File: config.mk
export PLATFORM = sky130hd
export DESIGN_NAME = id_ex_alu_ctrl
export DESIGN_NICKNAME = d
export VERILOG_FILES = /design/src/rtl/id_ex_alu_ctrl.sv
export SDC_FILE = /design/constraint.sdc
export NUM_CORES = 1
export LEC_CHECK = 0
export ABC_AREA = 1
export ABC_CLOCK_PERIOD_IN_PS = 4190
export CORE_MARGIN = 3
export CORE_UTILIZATION = 40
export DETAILED_ROUTE_END_ITERATION = 12
export PLACE_DENSITY = 0.82
export SETUP_SLACK_MARGIN = 0.15
export SYNTH_ARGS = -nofsm -noshare
export SYNTH_HDL_FRONTEND = slang
export SYNTH_SLANG_ARGS = --single-unit
File: constraint.sdc
create_clock -name clk -period 4.19 [get_ports clk]
set_clock_uncertainty 0.2 [all_clocks]
set_input_delay 0.419 -clock clk [delete_from_list [all_inputs] [get_ports clk]]
set_output_delay 0.419 -clock clk [all_outputs]
set_load 0.1 [all_outputs]
File: src/rtl/id_ex_alu_ctrl.sv
// ID/EX pipeline register with RV32I decode into ALU control and operands.
// Decode is purely combinational. Registers update with priority rst > flush > stall > load.

`ifndef ALU_OP_WIDTH
`define ALU_OP_WIDTH     4
`define ALU_OP_ADD       4'd0
`define ALU_OP_SUB       4'd1
`define ALU_OP_SLL       4'd2
`define ALU_OP_SLT       4'd3
`define ALU_OP_SLTU      4'd4
`define ALU_OP_XOR       4'd5
`define ALU_OP_SRL       4'd6
`define ALU_OP_SRA       4'd7
`define ALU_OP_OR        4'd8
`define ALU_OP_AND       4'd9
`define ALU_OP_COPY_SRC2 4'd10
`endif

module id_ex_alu_ctrl #(
    parameter int XLEN         = 32,
    parameter int ALU_OP_WIDTH = `ALU_OP_WIDTH
) (
    input  logic                    clk,
    input  logic                    rst,
    input  logic                    id_valid,
    input  logic [31:0]             id_instr,
    input  logic [XLEN-1:0]         id_pc,
    input  logic [XLEN-1:0]         id_rs1_data,
    input  logic [XLEN-1:0]         id_rs2_data,
    input  logic                    stall,
    input  logic                    flush,
    output logic                    ex_valid,
    output logic [ALU_OP_WIDTH-1:0] ex_alu_op,
    output logic [XLEN-1:0]         ex_src1,
    output logic [XLEN-1:0]         ex_src2,
    output logic [4:0]              ex_rd,
    output logic                    ex_reg_write,
    output logic                    ex_illegal
);

    logic [6:0] opcode;
    logic [2:0] funct3;
    logic [6:0] funct7;
    logic [4:0] rd;

    assign opcode = id_instr[6:0];
    assign funct3 = id_instr[14:12];
    assign funct7 = id_instr[31:25];
    assign rd     = id_instr[11:7];

    logic [XLEN-1:0] imm_i, imm_s, imm_u;

    assign imm_i = XLEN'($signed(id_instr[31:20]));
    assign imm_s = XLEN'($signed({id_instr[31:25], id_instr[11:7]}));
    assign imm_u = XLEN'($signed({id_instr[31:12], 12'b0}));

    logic [ALU_OP_WIDTH-1:0] dec_op;
    logic [XLEN-1:0]         dec_src1, dec_src2;
    logic                    dec_writes, dec_illegal;
    logic [ALU_OP_WIDTH-1:0] f3_op;

    // Base ALU operation selected by funct3 (shared by R-type and I-type ALU forms)
    always_comb begin
        f3_op = `ALU_OP_ADD;
        case (funct3)
            3'b000: f3_op = `ALU_OP_ADD;
            3'b001: f3_op = `ALU_OP_SLL;
            3'b010: f3_op = `ALU_OP_SLT;
            3'b011: f3_op = `ALU_OP_SLTU;
            3'b100: f3_op = `ALU_OP_XOR;
            3'b101: f3_op = `ALU_OP_SRL;
            3'b110: f3_op = `ALU_OP_OR;
            default: f3_op = `ALU_OP_AND;
        endcase
    end

    // Instruction decode: operation, operand selection, write-enable and legality
    always_comb begin
        dec_op      = `ALU_OP_ADD;
        dec_src1    = '0;
        dec_src2    = '0;
        dec_writes  = 1'b1;
        dec_illegal = 1'b0;
        case (opcode)
            7'b0110011: begin
                dec_src1 = id_rs1_data;
                dec_src2 = id_rs2_data;
                if (funct7 == 7'b0000000) begin
                    dec_op = f3_op;
                end else if (funct7 == 7'b0100000 && funct3 == 3'b000) begin
                    dec_op = `ALU_OP_SUB;
                end else if (funct7 == 7'b0100000 && funct3 == 3'b101) begin
                    dec_op = `ALU_OP_SRA;
                end else begin
                    dec_illegal = 1'b1;
                end
            end
            7'b0010011: begin
                dec_src1 = id_rs1_data;
                dec_src2 = imm_i;
                dec_op   = f3_op;
                if (funct3 == 3'b001 && funct7 != 7'b0000000) begin
                    dec_illegal = 1'b1;
                end else if (funct3 == 3'b101) begin
                    if (funct7 == 7'b0100000) begin
                        dec_op = `ALU_OP_SRA;
                    end else if (funct7 != 7'b0000000) begin
                        dec_illegal = 1'b1;
                    end
                end
            end
            7'b0110111: begin
                dec_op   = `ALU_OP_COPY_SRC2;
                dec_src2 = imm_u;
            end
            7'b0010111: begin
                dec_src1 = id_pc;
                dec_src2 = imm_u;
            end
            7'b1101111, 7'b1100111: begin
                dec_src1 = id_pc;
                dec_src2 = XLEN'(4);
            end
            7'b0000011: begin
                dec_src1 = id_rs1_data;
                dec_src2 = imm_i;
            end
            7'b0100011: begin
                dec_src1   = id_rs1_data;
                dec_src2   = imm_s;
                dec_writes = 1'b0;
            end
            7'b1100011: begin
                dec_src1   = id_rs1_data;
                dec_src2   = id_rs2_data;
                dec_writes = 1'b0;
                case (funct3)
                    3'b000, 3'b001: dec_op = `ALU_OP_SUB;
                    3'b100, 3'b101: dec_op = `ALU_OP_SLT;
                    3'b110, 3'b111: dec_op = `ALU_OP_SLTU;
                    default:        dec_illegal = 1'b1;
                endcase
            end
            default: dec_illegal = 1'b1;
        endcase
        if (dec_illegal) begin
            dec_op     = `ALU_OP_ADD;
            dec_src1   = '0;
            dec_src2   = '0;
            dec_writes = 1'b0;
        end
    end

    logic                    valid_q, valid_d;
    logic [ALU_OP_WIDTH-1:0] alu_op_q, alu_op_d;
    logic [XLEN-1:0]         src1_q, src1_d;
    logic [XLEN-1:0]         src2_q, src2_d;
    logic [4:0]              rd_q, rd_d;
    logic                    reg_write_q, reg_write_d;
    logic                    illegal_q, illegal_d;

    // Next EX state: flush inserts a bubble, stall holds, otherwise load decode or bubble
    always_comb begin
        valid_d     = 1'b0;
        alu_op_d    = `ALU_OP_ADD;
        src1_d      = '0;
        src2_d      = '0;
        rd_d        = '0;
        reg_write_d = 1'b0;
        illegal_d   = 1'b0;
        if (!flush && stall) begin
            valid_d     = valid_q;
            alu_op_d    = alu_op_q;
            src1_d      = src1_q;
            src2_d      = src2_q;
            rd_d        = rd_q;
            reg_write_d = reg_write_q;
            illegal_d   = illegal_q;
        end else if (!flush && id_valid) begin
            valid_d     = 1'b1;
            alu_op_d    = dec_op;
            src1_d      = dec_src1;
            src2_d      = dec_src2;
            rd_d        = rd;
            reg_write_d = dec_writes && (rd != 5'd0);
            illegal_d   = dec_illegal;
        end
    end

    // EX stage registers with synchronous reset
    always_ff @(posedge clk) begin
        if (rst) begin
            valid_q     <= 1'b0;
            alu_op_q    <= `ALU_OP_ADD;
            src1_q      <= '0;
            src2_q      <= '0;
            rd_q        <= '0;
            reg_write_q <= 1'b0;
            illegal_q   <= 1'b0;
        end else begin
            valid_q     <= valid_d;
            alu_op_q    <= alu_op_d;
            src1_q      <= src1_d;
            src2_q      <= src2_d;
            rd_q        <= rd_d;
            reg_write_q <= reg_write_d;
            illegal_q   <= illegal_d;
        end
    end

    assign ex_valid     = valid_q;
    assign ex_alu_op    = alu_op_q;
    assign ex_src1      = src1_q;
    assign ex_src2      = src2_q;
    assign ex_rd        = rd_q;
    assign ex_reg_write = reg_write_q;
    assign ex_illegal   = illegal_q;

endmodule

==> results.cfg, run 1 <==
[status]
outcome = finished clean

[detailed_routing]
wl_per_cell_um = 15.2
routed_via_density = 5.08
drt_iter0_drc = 254
via_count = 4530
drcViolationCount = 0
drt_wl_total_um = 13500
first_pass_iters = 5
ant_nets = 0

[clocking]
cts-root-buf = clkbuf_8
cts_tree = done
post_cts_buffers = 0
ctsResizeCount = 0
clock_latency_ps = 340
h-tree-depth = 3
clk_pin_slew_worst_paths_ps = 80
cts_buffer_depth = 2
cts_buffers = 9
clkSinkCount = 76
hold_buffers = 0

[timing]
min_period_over_period_pct = 61.7
slew_headroom_pct = 29.6
timing.final.hold_violations = 0
final.min_clock_period_ps = 2590
rsz0062_at_grt = no
fmax_mhz = 387
worst_pin_slew_ps = 1050
drv_slew = 0
finalSetupTns_ps = 0
setup_violations = 0

[synth]
synthTopCellsByArea = dfxtp_1 (40%), nand2_1 (23%), a21oi_1 (10%)
ys.warnings.count = 0
synth.cell_area_um2 = 3850
synth_top_area_share_pct = 39.5
synth_fp_nets = 700
syn_avg_cell_area_um2 = 6.79
ys_seq_elements = 76
seq_area_frac_synth_pct = 39.5
synth_top_area_cell = dfxtp_1
postSynthCellCount = 567
synth_cell_type_count = 22

[global_routing]
grt_max_degree = 77
grt_pass1_wl_um = 21600
overflow = 0
grt_pass1_vias = 4469
track_usage_pct = 24.2
antenna_found_initial = 0

[finish]
multiInputGateArea_um2 = 2070
syn_to_final_growth_pct = 60.4
n_fill_cell = 840
finalInstanceArea_um2 = 6170
drive_gt1_share_pct = 4.72
regArea_um2 = 1520
nNetsFinal = 890
diodes = 0

[power]
swShare_pct = 25.3
comb_power_share_pct = 14.9
p_switching_uw = 389
power_frac_clock_pct = 38.0
ir_worst_vdd_mv = 0.155
power_density_nw_per_um2 = 249
internal-power_mw = 1.15
total_leakage_power_nw = 2.25
seqPwrFrac_pct = 47.1

[setup_path]
required_ps = 4170
crit_path_end_kind = register
cp_num_buf_inv = 3
critPathSlowestCell = nand2_1
crit_top_cell = nand2_1
cp-start-kind = input pin
arrival_ps = 2570
path_cells = clkdlybuf4s50_1, inv_1, nand2_1, nor2_1, buf_4, nand3_1, nand2_1, nand2_1, nand3_1, nand2_1, a21oi_1
crit_family = simple AND/OR/NAND/NOR gates
critPathMaxFanout = 21
critPathKind = input pin to register
max_stage_delay_ps = 560

[placement]
portBuffers = 208
dp_hpwl_um = 10200
gp_congestion = 0.957
dpl_cell_area_um2 = 5970

[floorplan]
core_area_um2 = 9280
die_area_um2 = 10800
fp-row-count = 35
boundaryPins = 209
die_h_um = 104
die_w_um = 104
initial_core_util_pct = 41.5

[min_path]
hp-class = register to register

[flow_run]
drv_cap = 0
[power by group through the flow]
stage / clock (mW) / combinational (mW) / sequential, mW
detailed placement: 0 / 0.228 / 0.741
floorplan: 0 / 0.0615 / 0.754
global placement: 0 / 0.226 / 0.741
CTS: 0.594 / 0.229 / 0.724
finish: 0.584 / 0.230 / 0.724
global route: 0.624 / 0.245 / 0.725
[layer usage]
| layer | vias up | track usage [%] | part of all wire (%) |
|---|---|---|---|
| li1 | 2264 | - | - |
| met2 | 172 | 43.3 | 51 |
| met4 | 0 | 7.79 | 2.0 |
| met1 | 2073 | 28.5 | 40 |
| met5 | - | 0 | 0 |
| met3 | 21 | 5.71 | 7.3 |
[flip-flops by register name (all words and copies together) (netlist names)]
name,cells
ex_alu_op,4
ex_valid,1
ex_illegal,1
ex_src1,32
ex_rd,5
ex_src2,32
ex_reg_write,1
[layout by cell type (no fill, tap or decap), drive strengths merged]
master,instances
a32o,1
o2111ai,1
clkdlybuf4s50,207
clkinv,2
nand4,4
nor2,25
o21ai,7
nand2,233
nand3b,1
buf,8
inv,24
clkbuf,10
nand3,36
dfxtp,76
a21oi,79
o211ai,6
nor3,2
bufinv,1
a22o,38
clkinvlp,1
[synth_stat cells]
cell type / n
o2111ai_1: 1
o211ai_1: 6
nand3_1: 34
a32o_1: 1
a21oi_2: 1
nor3_1: 2
nand3b_1: 1
o21ai_1: 1
buf_6: 5
a22o_1: 38
nand3_2: 2
dfxtp_1: 76
nand2_1: 233
clkbuf_1: 22
a21oi_1: 78
nor2_1: 21
inv_1: 19
buf_2: 9
inv_2: 3
o21ai_0: 6
nor2_4: 4
nand4_1: 4
[worst register-to-register path, delay by kind of cell (launching register included)]
| family | cells | cell delay [ps] |
|---|---|---|
| AO/OA/AOI/OAI | 1 | 190 |
| AND/OR/NAND/NOR | 1 | 60 |
| flip-flops | 1 | 340 |
[final cells by class]
type / count / share of cell area (%)
clock buffer: 10 / 2.23
timing repair buffer: 215 / 34.5
sequential: 76 / 24.6
clock inverter: 6 / 1.11
tap: 129 / 2.61
inverter: 22 / 1.34
multi-input combinational: 433 / 33.6
[cell families after synthesis]
logic type	count (synthesis)	synth area share [%]
and+or+nand+nor	301	32.0
DFF	76	39.5
AOI/OAI and AO/OA	132	21.6
buffers and inverters	58	6.92
[worst paths after layout]
| kind | endpoint | cells past startpoint | from | slack, ps |
|---|---|---|---|---|
| max | ex_src2[31]$_SDFFE_PP0N_ | 11 | id_instr[2] | 1600 |
| min | ex_src2[21]$_SDFFE_PP0N_ | 2 | ex_src2[21]$_SDFFE_PP0N_ | 270 |
| max reg2reg | ex_src2[2]$_SDFFE_PP0N_ | 2 | ex_src2[2]$_SDFFE_PP0N_ | 3320 |
| min reg2reg | ex_src2[21]$_SDFFE_PP0N_ | 2 | ex_src2[21]$_SDFFE_PP0N_ | 270 |
[per-stage QoR]
stage               utilization (%)  setup slack (ps)  hold slack (ps)  cells  total power, mW
finish                         66.5              1600              266    891             1.54
global route                   66.5              1380              286    891             1.59
CTS                            66.5              1590              269    891             1.55
detailed placement             64.3              1240              255    875            0.969
global placement               64.3              1310              251    875            0.967
floorplan                         -              2350              364    567            0.816
Note: power is estimated with default switching activity, not from simulation.
==> run 2, diff against run 1 <==
--- a/config.mk
+++ b/config.mk
@@ -6,11 +6,11 @@
 export NUM_CORES = 1
 export LEC_CHECK = 0
 export ABC_AREA = 1
-export ABC_CLOCK_PERIOD_IN_PS = 4190
+export ABC_CLOCK_PERIOD_IN_PS = 2300
 export CORE_MARGIN = 3
-export CORE_UTILIZATION = 40
+export CORE_UTILIZATION = 36
 export DETAILED_ROUTE_END_ITERATION = 12
-export PLACE_DENSITY = 0.82
+export PLACE_DENSITY = 0.78
 export SETUP_SLACK_MARGIN = 0.15
 export SYNTH_ARGS = -nofsm -noshare
 export SYNTH_HDL_FRONTEND = slang
==> constraint.sdc (replaced) <==
create_clock -name clk -period 2.3 [get_ports clk]
set_clock_uncertainty 0.2 [all_clocks]
set_input_delay 0.23 -clock clk [delete_from_list [all_inputs] [get_ports clk]]
set_output_delay 0.23 -clock clk [all_outputs]
set_load 0.1 [all_outputs]
==> results.cfg, run 2 (synthesized netlist as in run 1, its figures left out) <==
[floorplan]
die_h_um = 109
fp-row-count = 37
core_area_um2 = 10400
die_w_um = 109
die_area_um2 = 12000
initial_core_util_pct = 37.1
boundaryPins = 209

[setup_path]
worstSetupStartpoint = id_instr[5]
reg2reg_from = ex_src2[13]$_SDFFE_PP0N_
critPathKind = input pin to register
worstRegToRegCells = 2
arrival_ps = 2170
reg2reg_setup_slack_ps = 1450
critPathMaxFanout = 24
required_ps = 2390
cp-endpoint = ex_src2[28]$_SDFFE_PP0N_
crit_path_end_kind = register
cp-start-kind = input pin
r2r_end = ex_src2[13]$_SDFFE_PP0N_

[clocking]
clk_pin_slew_worst_paths_ps = 90
clkSinkCount = 76
cts_buffer_depth = 2
cts-root-buf = clkbuf_8
h-tree-depth = 3
clock_latency_ps = 350
cts_buffers = 9
cts_tree = done

[timing]
fmax_mhz = 482
final.min_clock_period_ps = 2080
min_period_over_period_pct = 90.2
drv_slew = 0
hold_slack_ps = 132
timing.final.hold_violations = 0
rsz0062_at_grt = no
setup_violations = 0
worst_pin_slew_ps = 486
slew_headroom_pct = 67.6

[global_routing]
grt_pass1_wl_um = 21000
grt_max_degree = 77
grt_pass1_vias = 4350
antenna_found_initial = 0
track_usage_pct = 22.3
overflow = 0

[power]
internal-power_mw = 2.19
swShare_pct = 24.7
comb_power_share_pct = 15.4
p_switching_uw = 718
power_density_nw_per_um2 = 458
p_total_mw = 2.91
ir_worst_vdd_mv = 0.226
seqPwrFrac_pct = 45.4
power_frac_clock_pct = 39.2
total_leakage_power_nw = 2.61

[detailed_routing]
routed_via_density = 5.06
drt_iter0_drc = 255
wl_per_cell_um = 15.2
via_count = 4689
first_pass_iters = 5
drt_wl_total_um = 14100
ant_nets = 0
drcViolationCount = 0

[placement]
gp_congestion = 0.892
dp_hpwl_um = 10300
portBuffers = 208
dpl_cell_area_um2 = 6050

[finish]
final_util_pct = 61.2
nNetsFinal = 918
layout_common_cells = nand2_1 (233), clkdlybuf4s50_1 (129), buf_4 (101)
finalInstanceArea_um2 = 6350
drive_gt1_share_pct = 17.7
final_common_cell = nand2_1
diodes = 0
syn_to_final_growth_pct = 64.8

[min_path]
hp-class = input pin to register

[status]
outcome = finished clean

[flow_run]
drv_cap = 0
==> run 2: how the worst min path moves through the flow <==
stage | from | to | cells past startpoint
2_1_floorplan | id_instr[7] | ex_rd[0]$_SDFFE_PP0N_ | 2
3_3_place_gp | ex_src1[22]$_SDFFE_PP0N_ | ex_src1[22]$_SDFFE_PP0N_ | 2
3_5_place_dp | ex_rd[1]$_SDFFE_PP0N_ | ex_rd[1]$_SDFFE_PP0N_ | 2
4_1_cts | rst | ex_src2[8]$_SDFFE_PP0N_ | 2
5_1_grt | rst | ex_src2[23]$_SDFFE_PP0N_ | 2
6_report | rst | ex_src2[16]$_SDFFE_PP0N_ | 2
==> run 2: repair_timing <==
action,in CTS,in global routing
endpoints found under the setup margin,0,53
resized for setup,0,4
hold buffers,0,0
setup buffers,0,3
==> run 2: per-stage QoR <==
step	std cells	setup slack (ps)	setup TNS, ps
after global routing	926	135	0
after floorplan	567	650	0
after detailed placement	905	-122	-4970
final	926	224	0
after global placement	905	7.62	0
after CTS	921	250	0
==> run 2: power by group through the flow <==
| stage | Sequential (mW) | Combinational [mW] | Clock [mW] |
|---|---|---|---|
| after floorplan | 1.37 | 0.112 | 0 |
| after global placement | 1.35 | 0.437 | 0 |
| after detailed placement | 1.35 | 0.442 | 0 |
| after CTS | 1.32 | 0.444 | 1.17 |
| after global routing | 1.32 | 0.474 | 1.24 |
| final | 1.32 | 0.447 | 1.14 |
==> run 2: cell type report <==
| class | count | area, µm² |
|---|---|---|
| fill | 957 | 4020 |
| timing repair buffer | 243 | 2280 |
| multi-input combinational | 433 | 2080 |
| sequential | 76 | 1520 |
| tap | 136 | 170 |
| clock buffer | 10 | 128 |
| clock inverter | 6 | 87.6 |
| inverter | 22 | 82.6 |
==> run 2: metal layers <==
| metal | up-vias | wire, µm | GRT usage [%] | share of wire (%) |
|---|---|---|---|---|
| met3 | 15 | 1090 | 5.23 | 7.7 |
| met5 | - | 0 | 0 | 0 |
| met1 | 2170 | 5640 | 26.5 | 40 |
| met2 | 184 | 7130 | 39.1 | 51 |
| li1 | 2320 | - | - | - |
| met4 | 0 | 246 | 8.37 | 1.7 |
==> run 2: worst max-delay path: stages <==
cell and delay, ps:
clkdlybuf4s50_1 530, inv_2 100, o21ai_0 200, nand2_1 110
nand3_1 80, nand2_1 50, inv_1 60, nand3_2 90
nor2_4 140, buf_4 160, clkbuf_16 200, nand2_1 60
a21oi_1 130
